## src/rtl/multicycle_control.sv

```systemverilog
// rtl/multicycle_control.sv - multi-cycle MIPS sequencing controller with wait timeouts, traps and retire count
module multicycle_control #(
  parameter int CNT_WIDTH = 32,
  parameter int TIMEOUT   = 16
) (
  input  logic                 clk,
  input  logic                 reset,
  input  logic [5:0]           opcode,
  input  logic [5:0]           funct,
  input  logic                 alu_zero,
  input  logic                 imem_ready,
  input  logic                 dmem_ready,
  output logic                 imem_read,
  output logic                 dmem_read,
  output logic                 dmem_write,
  output logic                 ir_load,
  output logic                 pc_write,
  output logic                 reg_write,
  output logic [1:0]           pc_src,
  output logic                 alu_src_b,
  output logic [3:0]           alu_ctl,
  output logic [1:0]           reg_dst,
  output logic [1:0]           mem_to_reg,
  output logic [2:0]           state,
  output logic                 trap,
  output logic [1:0]           trap_cause,
  output logic [CNT_WIDTH-1:0] retired
);

  localparam logic [2:0] S_FETCH  = 3'd0;
  localparam logic [2:0] S_DECODE = 3'd1;
  localparam logic [2:0] S_EXEC   = 3'd2;
  localparam logic [2:0] S_MEM    = 3'd3;
  localparam logic [2:0] S_WB     = 3'd4;
  localparam logic [2:0] S_TRAP   = 3'd5;

  // Counter only needs to reach TIMEOUT; a disabled timeout keeps a 1-bit stub.
  localparam int WAIT_W = (TIMEOUT > 0) ? $clog2(TIMEOUT + 1) : 1;

  logic [2:0]        next_state;
  logic [1:0]        next_cause;
  logic              retire;
  logic [WAIT_W-1:0] wait_cnt;
  logic              wait_expired;
  logic              waiting;

  // Instruction classes, valid while the datapath holds opcode/funct stable.
  logic is_rtype, is_ralu, is_jr, is_j, is_jal, is_beq, is_bne;
  logic is_addi, is_xori, is_lw, is_sw, is_legal;

  assign is_rtype = (opcode == 6'h00);
  assign is_ralu  = is_rtype && (funct == 6'h20 || funct == 6'h22 || funct == 6'h24 ||
                                 funct == 6'h25 || funct == 6'h2A);
  assign is_jr    = is_rtype && (funct == 6'h08);
  assign is_j     = (opcode == 6'h02);
  assign is_jal   = (opcode == 6'h03);
  assign is_beq   = (opcode == 6'h04);
  assign is_bne   = (opcode == 6'h05);
  assign is_addi  = (opcode == 6'h08);
  assign is_xori  = (opcode == 6'h0E);
  assign is_lw    = (opcode == 6'h23);
  assign is_sw    = (opcode == 6'h2B);
  assign is_legal = is_ralu | is_jr | is_j | is_jal | is_beq | is_bne |
                    is_addi | is_xori | is_lw | is_sw;

  // A ready arriving on the expiry cycle still wins, since ready is tested first below.
  assign wait_expired = (TIMEOUT != 0) && (wait_cnt == WAIT_W'(TIMEOUT));
  assign waiting      = ((state == S_FETCH) && !imem_ready) || ((state == S_MEM) && !dmem_ready);

  // Next-state selection, trap cause and retire event for the current cycle.
  always_comb begin
    next_state = state;
    next_cause = trap_cause;
    retire     = 1'b0;
    case (state)
      S_FETCH: begin
        if (imem_ready) begin
          next_state = S_DECODE;
        end else if (wait_expired) begin
          next_state = S_TRAP;
          next_cause = 2'b10;
        end
      end
      S_DECODE: begin
        if (is_legal) begin
          next_state = S_EXEC;
        end else begin
          next_state = S_TRAP;
          next_cause = 2'b01;
        end
      end
      S_EXEC: begin
        if (is_lw || is_sw) begin
          next_state = S_MEM;
        end else if (is_ralu || is_addi || is_xori) begin
          next_state = S_WB;
        end else begin
          next_state = S_FETCH;
          retire     = 1'b1;
        end
      end
      S_MEM: begin
        if (dmem_ready) begin
          if (is_sw) begin
            next_state = S_FETCH;
            retire     = 1'b1;
          end else begin
            next_state = S_WB;
          end
        end else if (wait_expired) begin
          next_state = S_TRAP;
          next_cause = 2'b11;
        end
      end
      S_WB: begin
        next_state = S_FETCH;
        retire     = 1'b1;
      end
      S_TRAP:  next_state = S_TRAP;
      default: next_state = S_FETCH;
    endcase
  end

  // State register; reset aborts any instruction in flight.
  always_ff @(posedge clk or negedge reset) begin
    if (!reset) begin
      state <= S_FETCH;
    end else begin
      state <= next_state;
    end
  end

  // Sticky trap flag and cause, only written on the transition into TRAP.
  always_ff @(posedge clk or negedge reset) begin
    if (!reset) begin
      trap       <= 1'b0;
      trap_cause <= 2'b00;
    end else if (next_state == S_TRAP) begin
      trap       <= 1'b1;
      trap_cause <= next_cause;
    end
  end

  // Retired-instruction count, wrapping naturally at its width.
  always_ff @(posedge clk or negedge reset) begin
    if (!reset) begin
      retired <= '0;
    end else if (retire) begin
      retired <= retired + CNT_WIDTH'(1);
    end
  end

  // Wait counter: zero on any state change, so every FETCH/MEM visit starts from 0.
  always_ff @(posedge clk or negedge reset) begin
    if (!reset) begin
      wait_cnt <= '0;
    end else if (next_state != state) begin
      wait_cnt <= '0;
    end else if (waiting && (TIMEOUT != 0) && !wait_expired) begin
      wait_cnt <= wait_cnt + WAIT_W'(1);
    end
  end

  // Datapath control decode from state, instruction and ALU flag.
  always_comb begin
    imem_read  = 1'b0;
    dmem_read  = 1'b0;
    dmem_write = 1'b0;
    ir_load    = 1'b0;
    pc_write   = 1'b0;
    reg_write  = 1'b0;
    pc_src     = 2'b00;
    alu_src_b  = 1'b0;
    alu_ctl    = 4'b0000;
    reg_dst    = 2'b00;
    mem_to_reg = 2'b00;
    case (state)
      S_FETCH: begin
        imem_read = 1'b1;
        if (imem_ready) begin
          ir_load  = 1'b1;
          pc_write = 1'b1;
        end
      end
      S_EXEC: begin
        if (is_ralu) begin
          case (funct)
            6'h20:   alu_ctl = 4'b0010;
            6'h22:   alu_ctl = 4'b0110;
            6'h24:   alu_ctl = 4'b0000;
            6'h25:   alu_ctl = 4'b0001;
            6'h2A:   alu_ctl = 4'b0111;
            default: alu_ctl = 4'b0000;
          endcase
        end else if (is_addi || is_lw || is_sw) begin
          alu_ctl   = 4'b0010;
          alu_src_b = 1'b1;
        end else if (is_xori) begin
          alu_ctl   = 4'b1100;
          alu_src_b = 1'b1;
        end else if (is_beq || is_bne) begin
          alu_ctl = 4'b0110;
          if ((is_beq && alu_zero) || (is_bne && !alu_zero)) begin
            pc_write = 1'b1;
            pc_src   = 2'b01;
          end
        end else if (is_j || is_jal) begin
          pc_write = 1'b1;
          pc_src   = 2'b10;
          if (is_jal) begin
            reg_write  = 1'b1;
            reg_dst    = 2'b10;
            mem_to_reg = 2'b10;
          end
        end else if (is_jr) begin
          pc_write = 1'b1;
          pc_src   = 2'b11;
        end
      end
      S_MEM: begin
        dmem_read  = is_lw;
        dmem_write = is_sw;
      end
      S_WB: begin
        reg_write = 1'b1;
        if (is_ralu) begin
          reg_dst = 2'b01;
        end
        if (is_lw) begin
          mem_to_reg = 2'b01;
        end
      end
      default: ;
    endcase
  end

endmodule

```

## config.mk

```make
export PLATFORM = sky130hd
export DESIGN_NAME = multicycle_control
export DESIGN_NICKNAME = d
export VERILOG_FILES = /design/src/rtl/multicycle_control.sv
export SDC_FILE = /design/constraint.sdc
export NUM_CORES = 1
export LEC_CHECK = 0
export CELL_PAD_IN_SITES_DETAIL_PLACEMENT = 1
export CELL_PAD_IN_SITES_GLOBAL_PLACEMENT = 2
export CORE_ASPECT_RATIO = 0.6
export CORE_MARGIN = 8
export CORE_UTILIZATION = 30
export CTS_BUF_LIST = sky130_fd_sc_hd__clkbuf_8
export DETAILED_ROUTE_END_ITERATION = 8
export PLACE_DENSITY_LB_ADDON = 0.12
export REMOVE_ABC_BUFFERS = 1
export SYNTH_ARGS = -nofsm -noshare
export SYNTH_HDL_FRONTEND = slang
export SYNTH_SLANG_ARGS = --single-unit
```

## constraint.sdc

```tcl
create_clock -name clk -period 3 [get_ports clk]
set_input_delay 0.6 -clock clk [delete_from_list [all_inputs] [get_ports clk]]
set_output_delay 0.6 -clock clk [all_outputs]
set_load 0.05 [all_outputs]
```

==> results.py, run 1 <==
metrics = {
    "sta": {
        "setup_slack_ps": 92.8,
        "worstMarginPinSlew_ps": 978,
        "setup_viol": 0,
        "rsz0062_at_grt": "no",
        "min_period_ps": 2910,
        "max_clock_freq_ghz": 0.344,
        "hold_violations": 0,
        "timing.setup.tns_ps": 0,
        "max_slew_margin": 0.348,
        "fin_crit_sh": 0.969,
        "skew_ps": 6.53,
        "final_max_slew_viol_count": 0,
    },
    "floorplan": {
        "die_w_um": 141,
        "die_area_sq_mm": 0.0128,
        "core-area_sq_mm": 0.00916,
        "io_pins": 72,
        "die_height_um": 91.0,
        "placementRows": 27,
        "initial_core_util": 0.307,
    },
    "power_and_ir_drop": {
        "p_per_area_mw_per_mm2": 284,
        "pwr-share-comb": 0.088,
        "seqPwrFrac": 0.497,
        "p_int_uw": 894,
        "peakVddDrop_uv": 149,
        "clkPwrFrac": 0.415,
        "power_uw": 1160,
        "p_leak_uw": 0.00180,
        "switching_power_uw": 270,
        "sw_frac_of_total": 0.232,
    },
    "yosys": {
        "synth_top_area_share": 0.382,
        "yosys.area.top_type": "dfrtp_1",
        "ys_seq_area_frac": 0.382,
        "ys.flop_type": "dfrtp_1",
        "yosys.cell_types.count": 57,
        "synthArstFlopShare": 1.00,
        "synth_seq_cells": 43,
        "avgSynthCellArea_sq_um": 9.32,
        "synthesis.area_sq_mm": 0.00281,
        "ys_top_cells_by_area": "dfrtp_1 38%, xor2_1 7.8%, a21oi_1 4.1%",
        "synth_edf_count": 0,
        "synth_most_common_cell": "dfrtp_1",
        "synthTopCellsByCount": "43 x dfrtp_1, 29 x nor2_1, 25 x xor2_1, 23 x a21oi_1, 21 x nand2_1",
        "syn_inst": 302,
        "yosys_warnings": 0,
    },
    "layout": {
        "utilization": 0.448,
        "seqCellArea_sq_mm": 0.00108,
        "drive_above_1_share": 0.214,
        "diodes": 0,
        "areaGrowthSynthToFinish_pct": 45.7,
        "fillers": 1074,
        "multi_input_area_sq_mm": 0.00164,
        "layout.nets": 420,
    },
    "critical_path": {
        "cp.arrival_ps": 2310,
        "cp.required_ps": 2400,
        "crit_slowest_cell": "clkdlybuf4s50_1",
        "cpPeakStageDelay_ps": 430,
        "end_kind": "primary output",
        "critPathKind": "in -> out",
        "worstPathMaxFanout": 6,
        "cp_cell_sequence": "clkdlybuf4s50_1 -> buf_4 -> or2b_1 -> mux2i_1 -> nand2_1 -> a21oi_2 -> o21a_1 -> buf_12",
        "startpoint_type": "primary input",
    },
    "hold_path": {
        "hp-class": "in -> async",
    },
    "cts": {
        "htree_num_levels": 2,
        "numCtsBuffers": 5,
        "cts.sinks": 43,
        "clockBufferDepth": 2,
        "clk_latency_ps": 300,
        "clockRootBuffer": "clkbuf_8",
        "path_clk_slew_ps": 90,
        "cts_tree": "yes",
        "ctsHoldBuffers": 0,
        "cts_setup_buffers": 0,
    },
    "drt": {
        "drt_iter0_drc": 115,
        "first_pass_iters": 4,
        "drt_wl_total_mm": 9.30,
        "ant_nets": 0,
        "vias_per_cell": 4.87,
        "vias": 2584,
        "drc_errors": 0,
        "avgRoutedWirePerCell_um": 17.5,
    },
    "grt": {
        "overflow": 0,
        "grtUsageTotal": 0.147,
        "grt_antenna_before_repair": 0,
        "grt_pass1_vias": 2691,
        "grt_max_degree": 44,
        "grt_first_pass_wirelength_mm": 15.3,
    },
    "status": {
        "outcome": "completed",
    },
    "place": {
        "port-buffer-count": 71,
        "place_hpwl_mm": 7.40,
        "place_ws_ps": -446,
        "gp_congestion": 0.797,
    },
    "job": {
        "max_cap_violations": 0,
    },
}
==> power by group through the flow <==
stage | Sequential (uW) | Combinational [uW] | Clock, uW
2_1_floorplan | 591 | 30.4 | 0
3_3_place_gp | 591 | 101 | 0
3_5_place_dp | 591 | 102 | 0
4_1_cts | 579 | 103 | 500
5_1_grt | 579 | 112 | 522
6_report | 579 | 103 | 483
==> state kept, by name, summed over array words and instances, names as in the netlist <==
signal and flops:
retired 32, trap_cause 2, wait_cnt 5, state 3, trap 1
==> worst paths after layout <==
check	from	end	slack, ps	depth (start not counted)
max	opcode[0]	alu_ctl[1]	90	8
min	reset	retired[19]	450	1
max reg2reg	retired[4]	retired[23]	810	5
min reg2reg	retired[31]	retired[31]	480	1
max in group asynchronous	reset	retired[10]	1940	1
min in group clk	retired[31]	retired[31]	480	1
==> cell usage in the layout, fill, tap and decap left out, drive strengths merged, types with 7 or more instances in the layout <==
master,synthesis,routed
nand3,19,19
nand2,22,22
inv,16,16
dfrtp,43,43
a211oi,7,7
o21ai,9,9
xnor2,10,10
clkdlybuf4s50,0,44
buf,9,53
nor2,29,29
nor3,9,9
a21oi,23,23
xor2,25,25
==> what timing repair did <==
action	CTS	global route
endpoints found under the setup margin	8	2
gates resized for setup	33	2
gates cloned	0	0
hold endpoints to repair	0	0
pin swaps	5	4
==> worst max-delay path: cells and delay by family <==
kind / cells / cell delay [ps]
AO/OA/AOI/OAI: 2 / 460
buffers and inverters: 3 / 760
AND/OR/NAND/NOR: 2 / 350
multiplexers: 1 / 140
==> area by class of cell <==
| cell class | instances | area share |
|---|---|---|
| repair buffers | 103 | 0.255 |
| well taps | 130 | 0.0397 |
| clock buffers | 6 | 0.0201 |
| clock inverters | 2 | 0.00854 |
| multi-input cells | 231 | 0.400 |
| inverters | 16 | 0.0146 |
| flip-flops and latches | 43 | 0.262 |
==> layer usage <==
| metal | up-vias | share of wire | track usage | routed length, um |
|---|---|---|---|---|
| li1 | 1262 | - | - | - |
| met1 | 1282 | 0.54 | 0.217 | 4980 |
| met2 | 35 | 0.42 | 0.209 | 3920 |
| met3 | 5 | 0.039 | 0.0413 | 364 |
| met4 | 0 | 0.0040 | 0.0214 | 37 |
| met5 | - | 0 | 0 | 0 |
==> cell families (layout without fill, tap and decap cells) <==
group           after synthesis  count (layout)  synth area share
fa+ha+maj                     3               3            0.0133
mux                           6               6            0.0240
buf+inv                      28             127            0.0534
simple gates                119             119             0.233
compound gates               68              68             0.185
xor+xnor                     35              35             0.109
flops                        43              43             0.382
==> metrics by stage <==
| stage | cell area [sq um] | hold WS, ps | instances |
|---|---|---|---|
| finish | 4100 | 448 | 531 |
| global route | 4100 | 495 | 531 |
| CTS | 4090 | 484 | 531 |
| detailed placement | 3960 | 462 | 523 |
| global placement | 3960 | 459 | 523 |
| floorplan | 2720 | 304 | 290 |
Power figures use the tool's default switching activity.
==> run 2, diff against run 1 <==
--- a/config.mk
+++ b/config.mk
@@ -11,6 +11,7 @@
 export CORE_MARGIN = 8
 export CORE_UTILIZATION = 30
 export CTS_BUF_LIST = sky130_fd_sc_hd__clkbuf_8
+export CTS_CLUSTER_SIZE = 30
 export DETAILED_ROUTE_END_ITERATION = 8
 export PLACE_DENSITY_LB_ADDON = 0.12
 export REMOVE_ABC_BUFFERS = 1
==> results of run 2 <==
The final DEF is identical to that of run 1; final timing and power are the same.
